<file path="config.mk">
export PLATFORM = sky130hd
export DESIGN_NAME = plc_timer_bank_flat
export DESIGN_NICKNAME = d
export VERILOG_FILES = /design/src/rtl/plc_timer_pkg.sv /design/src/rtl/plc_timer_bank_if.sv /design/src/rtl/plc_timer_ch.sv /design/src/rtl/plc_timer_bank.sv /design/src/flat_wrapper.sv
export SDC_FILE = /design/constraint.sdc
export NUM_CORES = 1
export LEC_CHECK = 0
export BUFFER_PORTS_ARGS = -buffer_cell sky130_fd_sc_hd__clkbuf_2
export CAP_MARGIN = 10
export CELL_PAD_IN_SITES_DETAIL_PLACEMENT = 1
export CELL_PAD_IN_SITES_GLOBAL_PLACEMENT = 2
export CORE_MARGIN = 2
export CORE_UTILIZATION = 38
export DETAILED_ROUTE_END_ITERATION = 6
export PLACE_DENSITY_LB_ADDON = 0.1
export REMOVE_ABC_BUFFERS = 1
export SLEW_MARGIN = 15
export SYNTH_ARGS = -nofsm -noshare
export SYNTH_HDL_FRONTEND = slang
export SYNTH_SLANG_ARGS = --single-unit
</file>
<file path="constraint.sdc">
create_clock -name clk -period 3.8 [get_ports clk]
set_clock_uncertainty 0.15 [all_clocks]
set_input_delay 0.38 -clock clk [delete_from_list [all_inputs] [get_ports clk]]
set_output_delay 0.38 -clock clk [all_outputs]
set_load 0.005 [all_outputs]
</file>
<file path="src/rtl/plc_timer_pkg.sv">
// Shared mode codes and constants for the PLC timer bank.
package plc_timer_pkg;

  localparam logic [1:0] MODE_TON     = 2'b00;
  localparam logic [1:0] MODE_TOF     = 2'b01;
  localparam logic [1:0] MODE_TP      = 2'b10;
  localparam logic [1:0] MODE_DIS_RTO = 2'b11;

  localparam int DEFAULT_PRESET = 0;

  // Channel-select width, kept at least one bit for a single-channel bank
  function automatic int ch_width(input int n);
    return (n > 1) ? $clog2(n) : 1;
  endfunction

endpackage

</file>
<file path="src/rtl/plc_timer_bank_if.sv">
// Configuration and elapsed-readback bus of the PLC timer bank.
interface plc_timer_bank_if
  import plc_timer_pkg::*;
#(
  parameter int NUM_CH = 4,
  parameter int CNT_W  = 16
) ();

  localparam int CH_W = ch_width(NUM_CH);

  logic             cfg_we;
  logic [CH_W-1:0]  cfg_ch;
  logic [1:0]       cfg_mode;
  logic [CNT_W-1:0] cfg_preset;
  logic [CH_W-1:0]  rd_ch;
  logic [CNT_W-1:0] rd_elapsed;

  modport master (
    output cfg_we, cfg_ch, cfg_mode, cfg_preset, rd_ch,
    input  rd_elapsed
  );

  modport slave (
    input  cfg_we, cfg_ch, cfg_mode, cfg_preset, rd_ch,
    output rd_elapsed
  );

endinterface

</file>
<file path="src/rtl/plc_timer_ch.sv">
// One timer channel: mode/preset/count/q/edge registers (TON, TOF, TP, disabled).
// Mode 11 becomes a retentive on-delay (RTO) when PLC_TIMER_RETENTIVE_EN is defined.
module plc_timer_ch
  import plc_timer_pkg::*;
#(
  parameter int CNT_W = 16
) (
  input  logic             clk,
  input  logic             rst_n,
  input  logic             ena,
  input  logic             tick,
  input  logic             in_en,
  input  logic             load,
  input  logic [1:0]       cfg_mode,
  input  logic [CNT_W-1:0] cfg_preset,
  output logic             q,
  output logic [CNT_W-1:0] count
);

  logic [1:0]       mode, mode_nxt;
  logic [CNT_W-1:0] preset, preset_nxt, count_nxt;
  logic             q_nxt, prev_in, prev_nxt;
  logic             at_preset, step;

  // Counts saturate: a tick only advances the count while it is below preset
  assign at_preset = (count >= preset);
  assign step      = tick && !at_preset;

  always_comb begin
    mode_nxt   = mode;
    preset_nxt = preset;
    count_nxt  = count;
    q_nxt      = q;
    prev_nxt   = prev_in;
    if (load) begin
      mode_nxt   = cfg_mode;
      preset_nxt = cfg_preset;
      count_nxt  = '0;
      q_nxt      = 1'b0;
      prev_nxt   = 1'b0;
    end else if (ena) begin
      prev_nxt = in_en;
      case (mode)
        MODE_TON: begin
          if (!in_en) begin
            count_nxt = '0;
            q_nxt     = 1'b0;
          end else begin
            q_nxt = at_preset;
            if (step) count_nxt = count + CNT_W'(1);
          end
        end
        MODE_TOF: begin
          if (in_en) begin
            count_nxt = '0;
            q_nxt     = 1'b1;
          end else if (q) begin
            q_nxt = !at_preset;
            if (step) count_nxt = count + CNT_W'(1);
          end
        end
        MODE_TP: begin
          if (!q) begin
            if (in_en && !prev_in) begin
              count_nxt = '0;
              q_nxt     = 1'b1;
            end
          end else begin
            q_nxt = !at_preset;
            if (step) count_nxt = count + CNT_W'(1);
          end
        end
        default: begin
`ifdef PLC_TIMER_RETENTIVE_EN
          if (in_en && step) count_nxt = count + CNT_W'(1);
          q_nxt = q || at_preset;
`else
          count_nxt = '0;
          q_nxt     = 1'b0;
`endif
        end
      endcase
    end
  end

  always_ff @(posedge clk) begin
    if (!rst_n) begin
      mode    <= MODE_TON;
      preset  <= CNT_W'(DEFAULT_PRESET);
      count   <= '0;
      q       <= 1'b0;
      prev_in <= 1'b0;
    end else begin
      mode    <= mode_nxt;
      preset  <= preset_nxt;
      count   <= count_nxt;
      q       <= q_nxt;
      prev_in <= prev_nxt;
    end
  end

endmodule

</file>
<file path="src/rtl/plc_timer_bank.sv">
// Bank of NUM_CH PLC timers sharing one tick prescaler, with cfg decode and readback mux.
// Define PLC_TIMER_RETENTIVE_EN to turn mode 11 into a retentive on-delay (RTO).
module plc_timer_bank
  import plc_timer_pkg::*;
#(
  parameter int NUM_CH   = 4,
  parameter int CNT_W    = 16,
  parameter int PRESCALE = 1000
) (
  input  logic              clk,
  input  logic              rst_n,
  input  logic              ena,
  input  logic [NUM_CH-1:0] in_en,
  output logic [NUM_CH-1:0] q,
  plc_timer_bank_if.slave   bus
);

  localparam int CH_W = ch_width(NUM_CH);
  localparam int PS_W = (PRESCALE > 1) ? $clog2(PRESCALE) : 1;
  localparam logic [PS_W-1:0] PS_LAST = PS_W'(PRESCALE - 1);

  logic [PS_W-1:0]  ps_cnt;
  logic             tick;
  logic [NUM_CH-1:0] load;
  logic [CNT_W-1:0] elapsed [NUM_CH];
  logic [CNT_W-1:0] rd_mux;

  // Free-running prescaler; it is never realigned to the rung inputs
  always_ff @(posedge clk) begin
    if (!rst_n) begin
      ps_cnt <= '0;
    end else if (ena) begin
      ps_cnt <= (ps_cnt == PS_LAST) ? '0 : ps_cnt + PS_W'(1);
    end
  end

  assign tick = ena && (ps_cnt == PS_LAST);

  // Out-of-range channel numbers match no slot, so such writes and reads fall through
  always_comb begin
    load = '0;
    for (int i = 0; i < NUM_CH; i++) begin
      load[i] = bus.cfg_we && (bus.cfg_ch == CH_W'(i));
    end
  end

  always_comb begin
    rd_mux = '0;
    for (int i = 0; i < NUM_CH; i++) begin
      if (bus.rd_ch == CH_W'(i)) rd_mux = elapsed[i];
    end
  end

  assign bus.rd_elapsed = rd_mux;

  for (genvar i = 0; i < NUM_CH; i++) begin : g_ch
    plc_timer_ch #(
      .CNT_W (CNT_W)
    ) u_ch (
      .clk        (clk),
      .rst_n      (rst_n),
      .ena        (ena),
      .tick       (tick),
      .in_en      (in_en[i]),
      .load       (load[i]),
      .cfg_mode   (bus.cfg_mode),
      .cfg_preset (bus.cfg_preset),
      .q          (q[i]),
      .count      (elapsed[i])
    );
  end

endmodule

</file>
<file path="src/flat_wrapper.sv">
// flat-port wrapper written by rule: the top's interface ports become plain ports
module plc_timer_bank_flat import plc_timer_pkg::*;
#(
  parameter int NUM_CH   = 4,
  parameter int CNT_W    = 16,
  parameter int PRESCALE = 1000
)
  (clk, rst_n, ena, in_en, q, bus_cfg_we, bus_cfg_ch, bus_cfg_mode, bus_cfg_preset, bus_rd_ch, bus_rd_elapsed);
  plc_timer_bank_if #(.NUM_CH(NUM_CH), .CNT_W(CNT_W)) bus_i ();
  input  logic clk;
  input  logic rst_n;
  input  logic ena;
  input  logic [NUM_CH-1:0] in_en;
  output logic [NUM_CH-1:0] q;
  input wire logic [$bits(bus_i.cfg_we)-1:0] bus_cfg_we;
  input wire logic [$bits(bus_i.cfg_ch)-1:0] bus_cfg_ch;
  input wire logic [$bits(bus_i.cfg_mode)-1:0] bus_cfg_mode;
  input wire logic [$bits(bus_i.cfg_preset)-1:0] bus_cfg_preset;
  input wire logic [$bits(bus_i.rd_ch)-1:0] bus_rd_ch;
  output wire logic [$bits(bus_i.rd_elapsed)-1:0] bus_rd_elapsed;
  assign bus_i.cfg_we = bus_cfg_we;
  assign bus_i.cfg_ch = bus_cfg_ch;
  assign bus_i.cfg_mode = bus_cfg_mode;
  assign bus_i.cfg_preset = bus_cfg_preset;
  assign bus_i.rd_ch = bus_rd_ch;
  assign bus_rd_elapsed = bus_i.rd_elapsed;
  plc_timer_bank #(.NUM_CH(NUM_CH), .CNT_W(CNT_W), .PRESCALE(PRESCALE)) u_core (.clk(clk), .rst_n(rst_n), .ena(ena), .in_en(in_en), .q(q), .bus(bus_i));
endmodule
</file>
Yosys cells after proc, flatten, opt, wreduce, memory -nomap -nowiden
Index checks and enable logic that the tools add are counted.
- register bits: 154
- output and inout port bits: 20
- logic and storage cells: 146
- bits of input ports: 30
- add/sub/neg operators: 5
- reductions and logical operators: 35
- equality and inequality tests: 23
- order comparisons: 4
- bitwise operators: 1
- mux-type cells: 57
- operators with widths (operator ; number):
    16-bit 2-to-1 mux ; 28
    16-bit one-hot mux with 3 select lines ; 4
    16-bit by 1-bit adder with 16-bit output, second input constant ; 4
    16-bit >= comparator ; 4
    3-bit inequality test, second input constant ; 8
    1-bit 2-to-1 mux ; 20
    2-bit equality test, second input constant ; 8
    1-bit logical AND ; 13
    2-bit by 1-bit equality test with 1-bit output, second input constant ; 6
    2-bit logical NOT ; 6
    1-bit one-hot mux with 3 select lines ; 4
    3-bit AND reduction ; 4
    10-bit by 1-bit adder with 10-bit output, second input constant ; 1
    10-bit equality test, second input constant ; 1
    10-bit 2-to-1 mux ; 1
    1-bit logical NOT ; 8
    2-bit OR reduction ; 4
    1-bit inverter ; 1

Logic depth before layout (Yosys ltp)
Gate-level depths: netlist of the first run.
- depth in word-level cells: 7
- mapped depth: 10
- gate-level depth less buffers: 8

Hierarchy
Synthesis of the first run repeated with hierarchy kept, for this count alone.
- cells, all modules: 1106
- area, all modules: 9718.1 sq um
- modules (own cells, without submodules) (module ; area an instance (sq um) ; instances ; seq. area each (sq um) ; cells each):
    plc_timer_ch (u_core.g_ch[1].u_ch ...) ; 2200.9 ; 2 ; 720.7 ; 260
    plc_timer_ch (u_core.g_ch[3].u_ch) ; 2225.9 ; 1 ; 720.7 ; 258
    plc_timer_ch (u_core.g_ch[0].u_ch) ; 2185.8 ; 1 ; 720.7 ; 251
    plc_timer_bank ; 904.6 ; 1 ; 200.2 ; 77

Least setup slack after synthesis of the first run
No wires, ideal clock.
- path type: flip-flop to flip-flop
- from: register u_core.g_ch[1].u_ch.count[0]
- to: register u_core.g_ch[1].u_ch.count[11]
- library setup time: 0.120 ns
- clock period less this slack: 2.666 ns
- stages on the path, launching flop included: 10
- data arrival time: 2.397 ns
- setup slack: 1.134 ns
- buffers on the path: 1
- cells stage by stage: dfxtp_1 inv_1 ha_1 nand2b_4 a2111oi_2 a2111oi_1 or4_1 buf_2 o311a_1 a211o_1
- word-level cells in the longest chain between the ends: 7
- elaborated cells between the ends (all ways): 10
- ends and longest elaborated chain (what ; RTL line ; source):
    from (decl) ; plc_timer_ch.sv:17 ; output logic [CNT_W-1:0] count
    from (signal assigned) ; plc_timer_ch.sv:96 ; count <= count_nxt;
    16-bit >= comparator ; plc_timer_ch.sv:26 ; assign at_preset = (count >= preset);
    1-bit logical NOT ; plc_timer_ch.sv:27 ; assign step = tick && !at_preset;
    1-bit logical AND ; plc_timer_ch.sv:27 ;
    16-bit 2-to-1 mux * ; plc_timer_ch.sv:50, plc_timer_ch.sv:59, plc_timer_ch.sv:70 ;
    16-bit 2-to-1 mux ; plc_timer_ch.sv:57 ; end else if (q) begin
    16-bit 2-to-1 mux ; plc_timer_ch.sv:54 ; if (in_en) begin
    16-bit one-hot mux with 3 select lines * ; plc_timer_ch.sv:43 ; case (mode)
Mark *: on every way between the ends. The rest lies on a longest branch, timed or not. The select of a mux whose other input is x is not followed.
A chain may end at the register's enable or synchronous reset.

Worst setup path after layout of the first run
Ends and elaborated chain as after synthesis.

==> summary.md, run 1 <==
| Metric | Value |
|---|---|
| Outcome | `complete, no violations` |
| Switching Fraction | `28.0%` |
| Sequential fraction of the synthesis area | `32.3%` |
| Start of the worst register-to-register path | `u_core.g_ch[1].u_ch.count[0]` |
| Critical path, cell by cell | `inv_1, ha_1, nand2b_4, a2111oi_2, a2111oi_1, or4_1, buf_4, o311a_1, a211o_1` |
| Total Die Area | `0.0264 mm²` |
| IO buf count | `49` |
| Crit Path Max Fanout | `16` |
| Avg Cell Area, Syn | `8.03 µm²` |
| Post-CTS setup buffer count | `0` |
| Synth-to-Final Area Change | `12.5%` |
| Internal power of the cells | `2.62 mW` |
| First-iteration detailed-routing DRC count | `650` |
| Clock network fraction of design power | `43.7%` |
| Antenna violations before repair | `0` |
| Number of nets with antenna violations after detailed routing | `0` |
| Data arrival time of the critical path | `3.40 ns` |
| Routed wirelength normalized by instance count | `21.9 µm` |
| Length of routed met2 wiring | `15.6 mm` |
| Worst slew margin | `37.2%` |
| Buffer and inverter count on the worst path | `2` |
| CTS tree | `done` |
| Primary flip-flop cell chosen by synthesis mapping | `dfxtp_1` |
| Chip Height | `163 µm` |
| Max Clock Freq | `310 MHz` |
| Number of gates resized after CTS | `0` |
| Gate count of the mapped netlist | `1,189` |
| Max rail drop VDD | `0.000257 V` |
| Post-DP HPWL | `25.6 mm` |
| Max cap viols | `0` |
| Post-DR vias/cell | `5.71` |
| Source of the critical timing path | `u_core.g_ch[1].u_ch.count[0]` |
| WS Path Type | `register to register` |
| End point of the critical path | `u_core.g_ch[1].u_ch.count[11]` |
| Post-CTS Hold Buffers | `0` |
| Async SR Flop Fraction | `0%` |
| Element type at the critical path start | `register` |
| RD Place Congestion | `0.812` |
| Setup repair after global routing missed its margin | `false` |
| Aggregate routed wire length | `34.5 mm` |
| Leakage power figure | `4.00 nW` |
| Vias in the first global route | `8,903` |
| Via total after detailed routing | `8,980` |
| Initial Util | `38.4%` |
| Sum of met3 wire segment lengths after detailed routing | `1.18 mm` |
| H-Tree Depth | `4` |
| Top-Level Pins | `50` |
| WP data required | `3.97 ns` |
| Top metal layer carrying routed signals | `met4` |
| DRC violations left | `0` |
| Pwr dens | `339 mW/mm²` |
| Congestion Overflow GR | `0` |
| Wire length on met1 | `17.0 mm` |
| Final Instance Count excl. Fillers | `1,574` |
| Transition time at the pin with the least slew margin | `0.938 ns` |
| N_diodes | `0` |
| Clock latency on the worst-skew pair | `0.43 ns` |
| Inserted Clock Buffers | `17` |
| Pin count of the biggest net entering global routing | `42` |
| Post-route design area | `0.0107 mm²` |
| Worst Setup End Kind | `register` |
| Psw | `1.02 mW` |
| First-pass GRT wire length | `54.3 mm` |
| Final total power | `3.64 mW` |
| Syn Std Cell Area | `0.00955 mm²` |
| Delay of the slowest cell on the worst path | `0.70 ns` |
| Area of placed instances | `0.0102 mm²` |
| Final critical delay including setup and external delays | `3.23 ns` |
| Number of fillers in the final layout | `3,060` |
| Root buffer cell | `clkbuf_16` |
| Worst R2R Setup Slack | `0.57 ns` |
| Seq cells post-synth | `154` |
| Nets | `1,330` |
| Number of clock sinks seen by CTS | `154` |
| Final worst path period share | `85.0%` |
| Drt pass-1 iters | `6` |
| Site Rows | `58` |
| Clock transition at the registers of the reported paths | `0.06 ns` |
| Final Hold Viols | `0` |
| Maximum root-to-sink buffer count | `2` |
| Total setup violations reported at the end of the flow | `0` |
| Placed Cells | `1,542` |
| Placeable core area | `0.0249 mm²` |
| Number of pins exceeding their max-slew limit in the final report | `0` |
| Layout cells sized above 1 | `12.4%` |
| Synthesis Warnings | `0` |
| Number of cell instances on the worst register-to-register path | `9` |
| Die span in x | `163 µm` |
| CP Depth | `9` |
| Endpoint of the most critical register-to-register path | `u_core.g_ch[1].u_ch.count[11]` |
| Number of distinct library cell variants in the gate-level netlist after synthesis | `75` |
| Cell with the biggest individual delay on the critical path | `or4_1` |
| Gr usage total | `27.3%` |
| Delay-heaviest family, CP | `compound AO/OA/AOI/OAI gates` |
| Sequential power share | `46.1%` |
| Hold Crit Class | `primary input to register` |
| Count of flip-flops with a built-in enable after synthesis | `0` |
| Total Neg Setup Slack | `0 ns` |
| Power share of the combinational group | `10.3%` |
[worst min path at each step]
stage,slack [ns],startpoint,cells after the start,end
after floorplan,0.29,u_core.g_ch[0].u_ch.preset[10],2,u_core.g_ch[0].u_ch.preset[10]
after global placement,0.30,u_core.g_ch[3].u_ch.preset[15],2,u_core.g_ch[3].u_ch.preset[15]
final,0.13,in_en[3],3,u_core.g_ch[3].u_ch.prev_in
after global routing,0.14,bus_cfg_preset[2],3,u_core.g_ch[2].u_ch.preset[2]
after detailed placement,0.31,u_core.g_ch[0].u_ch.preset[8],2,u_core.g_ch[0].u_ch.preset[8]
after CTS,0.12,in_en[3],3,u_core.g_ch[3].u_ch.prev_in
[kinds of logic (layout without fill, tap and decap cells)]
kind of cell / after synthesis / after routing / synth area share, %
AO/OA/AOI/OAI: 238 / 238 / 18.1
XOR/XNOR: 9 / 9 / 0.826
adder cells (fa/ha/maj): 69 / 69 / 9.04
buffers and inverters: 146 / 201 / 6.12
flip-flops: 154 / 154 / 32.3
multiplexers: 32 / 32 / 5.52
AND/OR/NAND/NOR: 541 / 541 / 28.1
[cell type report]
cell class | count | area (µm²) | share of cell area (%)
clock buffers | 20 | 447 | 4.16
well taps | 330 | 413 | 3.84
clock inverters | 12 | 77.6 | 0.722
repair buffers | 85 | 515 | 4.80
inverters | 84 | 315 | 2.94
flip-flops and latches | 154 | 3080 | 28.7
multi-input cells | 889 | 5890 | 54.8
[worst reg2reg max path, delay by kind of cell, from the launching register on]
kind	cells	cell delay (ns)
buf+inv	2	0.37
compound gates	4	1.08
simple gates	2	0.84
flops	1	0.40
fa+ha+maj	1	0.28
[cells in the final DEF, fill, tap and decap left out, types with 6 or more instances in the layout]
master     count
o311ai_0      11
clkbuf_2      49
o211ai_1      28
a21boi_0      73
inv_1         84
nor4_1         6
dfxtp_1      154
or3_1         17
nand4_1       34
clkbuf_16     17
nand2_1      236
and3_1        18
buf_4         36
a21oi_1       38
ha_1          69
or4_1         33
mux4_2        16
nand3_1       68
a211oi_1       8
nand2b_1      13
xnor2_1        6
clkinv_2       6
o21ai_0       23
nor3_1        16
and2_1         7
nor2_1        56
mux2i_1       11
o31ai_1        6
o21a_1         8
[power groups by stage]
| stage | sequential [mW] | combinational (mW) | clock [mW] |
|---|---|---|---|
| after detailed placement | 1.72 | 0.373 | 0 |
| after global placement | 1.72 | 0.369 | 0 |
| after CTS | 1.68 | 0.375 | 1.62 |
| after global routing | 1.68 | 0.416 | 1.69 |
| final | 1.68 | 0.374 | 1.59 |
| after floorplan | 1.71 | 0.209 | 0 |
[Yosys cell counts (10+ instances only)]
library cell | number | share of area, %
a21boi_0 | 73 | 5.7
mux4_2 | 16 | 3.8
mux2i_1 | 11 | 1.2
nor3_1 | 16 | 0.84
o211ai_1 | 28 | 2.2
or3_1 | 17 | 1.1
o21ai_0 | 23 | 1.2
nand4_1 | 34 | 2.2
o311ai_0 | 11 | 1.0
inv_1 | 84 | 3.3
nor2_1 | 56 | 2.2
ha_1 | 69 | 9.0
nand3_1 | 68 | 3.6
and3_1 | 18 | 1.2
nand2b_1 | 13 | 0.85
nand2_1 | 236 | 9.3
buf_2 | 10 | 0.52
a21oi_1 | 38 | 2.0
dfxtp_1 | 154 | 32
or4_1 | 33 | 2.6
clkbuf_1 | 43 | 1.7
[metal layers]
metal | vias to the layer above | track usage [%]
met5 | - | 0
met4 | 0 | 8.49
met3 | 37 | 3.62
met2 | 164 | 43.1
met1 | 4421 | 38.8
li1 | 4358 | -
[state kept, by name, indices dropped and copies added (netlist names)]
name	flops
u_core.g_ch.u_ch.prev_in	4
u_core.g_ch.u_ch.preset	64
u_core.g_ch.u_ch.mode	8
u_core.g_ch.u_ch.q	4
u_core.g_ch.u_ch.count	64
u_core.ps_cnt	10
[metrics by stage]
step	setup slack [ns]	utilization (%)	hold slack, ns
2_1_floorplan	0.917	-	0.293
3_3_place_gp	0.701	41.0	0.300
3_5_place_dp	0.665	41.0	0.307
4_1_cts	0.622	43.1	0.124
5_1_grt	0.470	43.2	0.139
6_report	0.572	43.2	0.128
No activity file was read; power rests on OpenSTA's default activity.
==> inputs of run 2 (changes only) <==
--- a/config.mk
+++ b/config.mk
@@ -5,12 +5,13 @@
 export SDC_FILE = /design/constraint.sdc
 export NUM_CORES = 1
 export LEC_CHECK = 0
+export ABC_AREA = 1
 export BUFFER_PORTS_ARGS = -buffer_cell sky130_fd_sc_hd__clkbuf_2
 export CAP_MARGIN = 10
 export CELL_PAD_IN_SITES_DETAIL_PLACEMENT = 1
 export CELL_PAD_IN_SITES_GLOBAL_PLACEMENT = 2
 export CORE_MARGIN = 2
-export CORE_UTILIZATION = 38
+export CORE_UTILIZATION = 31
 export DETAILED_ROUTE_END_ITERATION = 6
 export PLACE_DENSITY_LB_ADDON = 0.1
 export REMOVE_ABC_BUFFERS = 1
==> constraint.sdc (replaced) <==
create_clock -name clk -period 2.75 [get_ports clk]
set_clock_uncertainty 0.15 [all_clocks]
set_input_delay 0.275 -clock clk [delete_from_list [all_inputs] [get_ports clk]]
set_output_delay 0.275 -clock clk [all_outputs]
set_load 0.005 [all_outputs]
==> run 2 against run 1 <==
  * Non-clock buffer count increased by 23
  * Clock-buffer cell count decreased by 1
  * Highest routed layer unchanged
  * Worst setup slack got worse by 0.34 ns
  * Fmax increased by 28%
  * Largest cell class unchanged
==> summary.md, run 2 <==
| Metric | Value |
|---|---|
| Async SR Flop Fraction | `0%` |
| Avg Cell Area, Syn | `6.49 µm²` |
| Clock transition at the registers of the reported paths | `0.07 ns` |
| Chip Height | `181 µm` |
| Number of clock sinks seen by CTS | `154` |
| Max rail drop VDD | `0.000430 V` |
| Post-CTS setup buffer count | `0` |
| Primary flip-flop cell chosen by synthesis mapping | `dfxtp_1` |
| Synthesis Warnings | `0` |
| Registers with the most flip-flops | `u_core.g_ch.u_ch.count: 64 flops, u_core.g_ch.u_ch.preset: 64 flops, u_core.ps_cnt: 10 flops` |
| Biggest area contributors in the synthesized netlist | `dfxtp_1 (32%), nand2_1 (15%), ha_1 (8.9%)` |
| Nets | `1,687` |
| Final Hold Viols | `0` |
| Pwr dens | `499 mW/mm²` |
| Crit Path Max Fanout | `9` |
| Total Neg Setup Slack | `0 ns` |
| Gate count of the mapped netlist | `1,502` |
| WS Path Type | `register to register` |
| Seq cells post-synth | `154` |
| Sequential cell area | `0.00308 mm²` |
| Final critical delay including setup and external delays | `2.52 ns` |
| RD Place Congestion | `0.845` |
| Count of flip-flops with a built-in enable after synthesis | `0` |
| Most common cell in the netlist | `nand2_1` |
| Antenna violations before repair | `0` |
| Number of pins exceeding their max-slew limit in the final report | `0` |
| Clock latency on the worst-skew pair | `0.45 ns` |
| Number of distinct library cell variants in the gate-level netlist after synthesis | `47` |
| Aggregate routed wire length | `37.4 mm` |
| Gr usage total | `23.5%` |
| Synth top cells by count | `nand2_1 (381), inv_1 (221), a21oi_1 (158), dfxtp_1 (154), nor2_1 (124)` |
| Max Clock Freq | `397 MHz` |
| Setup repair after global routing missed its margin | `false` |
| Element type at the critical path start | `register` |
| Worst Setup End Kind | `register` |
| Initial Util | `31.7%` |
| IO buf count | `49` |
| Congestion Overflow GR | `0` |
| Top-Level Pins | `50` |
| Leakage power figure | `4.80 nW` |
| CTS tree | `done` |
| Syn Std Cell Area | `0.00975 mm²` |
| Hold Crit Class | `primary input to register` |
| Outcome | `complete, no violations` |
| Transition time at the pin with the least slew margin | `1.00 ns` |
| Area of combinational cells with multiple inputs | `0.00556 mm²` |
| First-pass GRT wire length | `58.9 mm` |
| Cell type contributing the most total cell area after synthesis | `dfxtp_1` |
| Worst slew margin | `33.0%` |
| Drt pass-1 iters | `5` |
| WP data required | `2.98 ns` |
| Maximum root-to-sink buffer count | `2` |
| Sequential fraction of the synthesis area | `31.6%` |
| Layout cells sized above 1 | `12.0%` |
| Inserted Clock Buffers | `17` |
| DRC violations left | `0` |
| Data arrival time of the critical path | `2.75 ns` |
| First-iteration detailed-routing DRC count | `514` |
| H-Tree Depth | `4` |
| Final worst path period share | `91.6%` |
| Routed wirelength normalized by instance count | `18.7 µm` |
| Die span in x | `181 µm` |
| Synth-to-Final Area Change | `16.7%` |
| Number of nets with antenna violations after detailed routing | `0` |
| Final total power | `5.68 mW` |
| Total Die Area | `0.0329 mm²` |
| N_diodes | `0` |
| Via total after detailed routing | `10,000` |
| Site Rows | `64` |
| Root buffer cell | `clkbuf_16` |
| Post-synth top area share | `31.6%` |
| Pin count of the biggest net entering global routing | `52` |
| Most frequent cells in the layout | `nand2_1 (380), inv_1 (221), a21oi_1 (158)` |
| Post-DP HPWL | `29.1 mm` |
| Number of fillers in the final layout | `4,034` |
| Post-DR vias/cell | `5.01` |
| Commonest non-fill, non-tap cell in the layout | `nand2_1` |
| Max cap viols | `0` |
| Placeable core area | `0.0307 mm²` |
| Vias in the first global route | `10,000` |
| Total setup violations reported at the end of the flow | `0` |
## run 2: cell types whose count changed after synthesis, moves of 17 or more
| cell | delta |
|---|---|
| a21boi_0 | -72 |
| a21oi_1 | +120 |
| and3_1 | -17 |
| inv_1 | +137 |
| inv_2 | +17 |
| nand2_1 | +145 |
| nor2_1 | +68 |
| o211ai_1 | -27 |
| o21ai_0 | +97 |
| or4_1 | -33 |
## run 2: worst max-delay path, cell delays in order (launching register included)
cell and delay [ns]:
dfxtp_1 0.47, ha_1 0.30, a21oi_1 0.14, o21ai_0 0.10, a21oi_1 0.32, nand2_2 0.25
inv_1 0.15, nand2_1 0.12, nor2_1 0.20, nand2_1 0.09, a21oi_1 0.15
## run 2: layout make-up
| type | instances | area share [%] |
|---|---|---|
| tap | 396 | 4.35 |
| clock buffer | 19 | 3.89 |
| clock inverter | 13 | 1.68 |
| multi-input combinational | 1065 | 48.8 |
| timing repair buffer | 108 | 6.13 |
| inverter | 242 | 8.04 |
| sequential | 154 | 27.1 |
## run 2: per-stage QoR
| stage | setup slack, ns | util [%] | area (µm²) | hold WS (ns) | cells |
|---|---|---|---|---|---|
| floorplan | 0.777 | - | 9550 | 0.260 | 1461 |
| global placement | 0.199 | 34.8 | 10700 | 0.299 | 1961 |
| detailed placement | 0.152 | 34.8 | 10700 | 0.305 | 1961 |
| CTS | 0.141 | 37.0 | 11400 | 0.00173 | 1997 |
| global route | 0.0223 | 37.0 | 11400 | 0.0450 | 1997 |
| finish | 0.230 | 37.0 | 11400 | 0.0138 | 1997 |
## run 2: what timing repair did
action	CTS	global route
hold buffers	4	0
endpoints found under the setup margin	0	8
gates resized for setup	0	1
endpoints found under the hold margin	4	0
## run 2: kinds of logic (layout without fill, tap and decap cells)
group	Yosys count	after routing	synth area share, %
compound gates	324	324	17.8
xor+xnor	13	13	1.17
fa+ha+maj	69	69	8.85
buf+inv	283	382	11.5
flops	154	154	31.6
simple gates	659	659	29.1
## run 2: worst paths after layout
kind / start / to / slack [ns] / depth (start not counted)
worst max register to register: u_core.g_ch[3].u_ch.count[9] / u_core.g_ch[3].u_ch.count[1] / 0.23 / 10
worst min-delay path: bus_cfg_ch[0] / u_core.g_ch[3].u_ch.preset[0] / 0.01 / 3
worst min register to register: u_core.g_ch[3].u_ch.preset[13] / u_core.g_ch[3].u_ch.preset[13] / 0.31 / 2
worst max-delay path: u_core.g_ch[3].u_ch.count[9] / u_core.g_ch[3].u_ch.count[1] / 0.23 / 10
## run 2: where the power goes
part	internal (mW)	switching [mW]	total, mW
combinational	0.209	0.518	0.727
sequential	2.29	0.0249	2.32
clock	1.55	1.08	2.63
total	4.06	1.62	5.68
## run 2: per-layer routing
| metal | global-route usage, % | vias up | share of wire (%) |
|---|---|---|---|
| li1 | - | 5045 | - |
| met1 | 33.8 | 4762 | 52 |
| met2 | 36.2 | 166 | 43 |
| met3 | 4.01 | 27 | 3.4 |
| met4 | 6.34 | 0 | 1.7 |
| met5 | 0 | - | 0 |
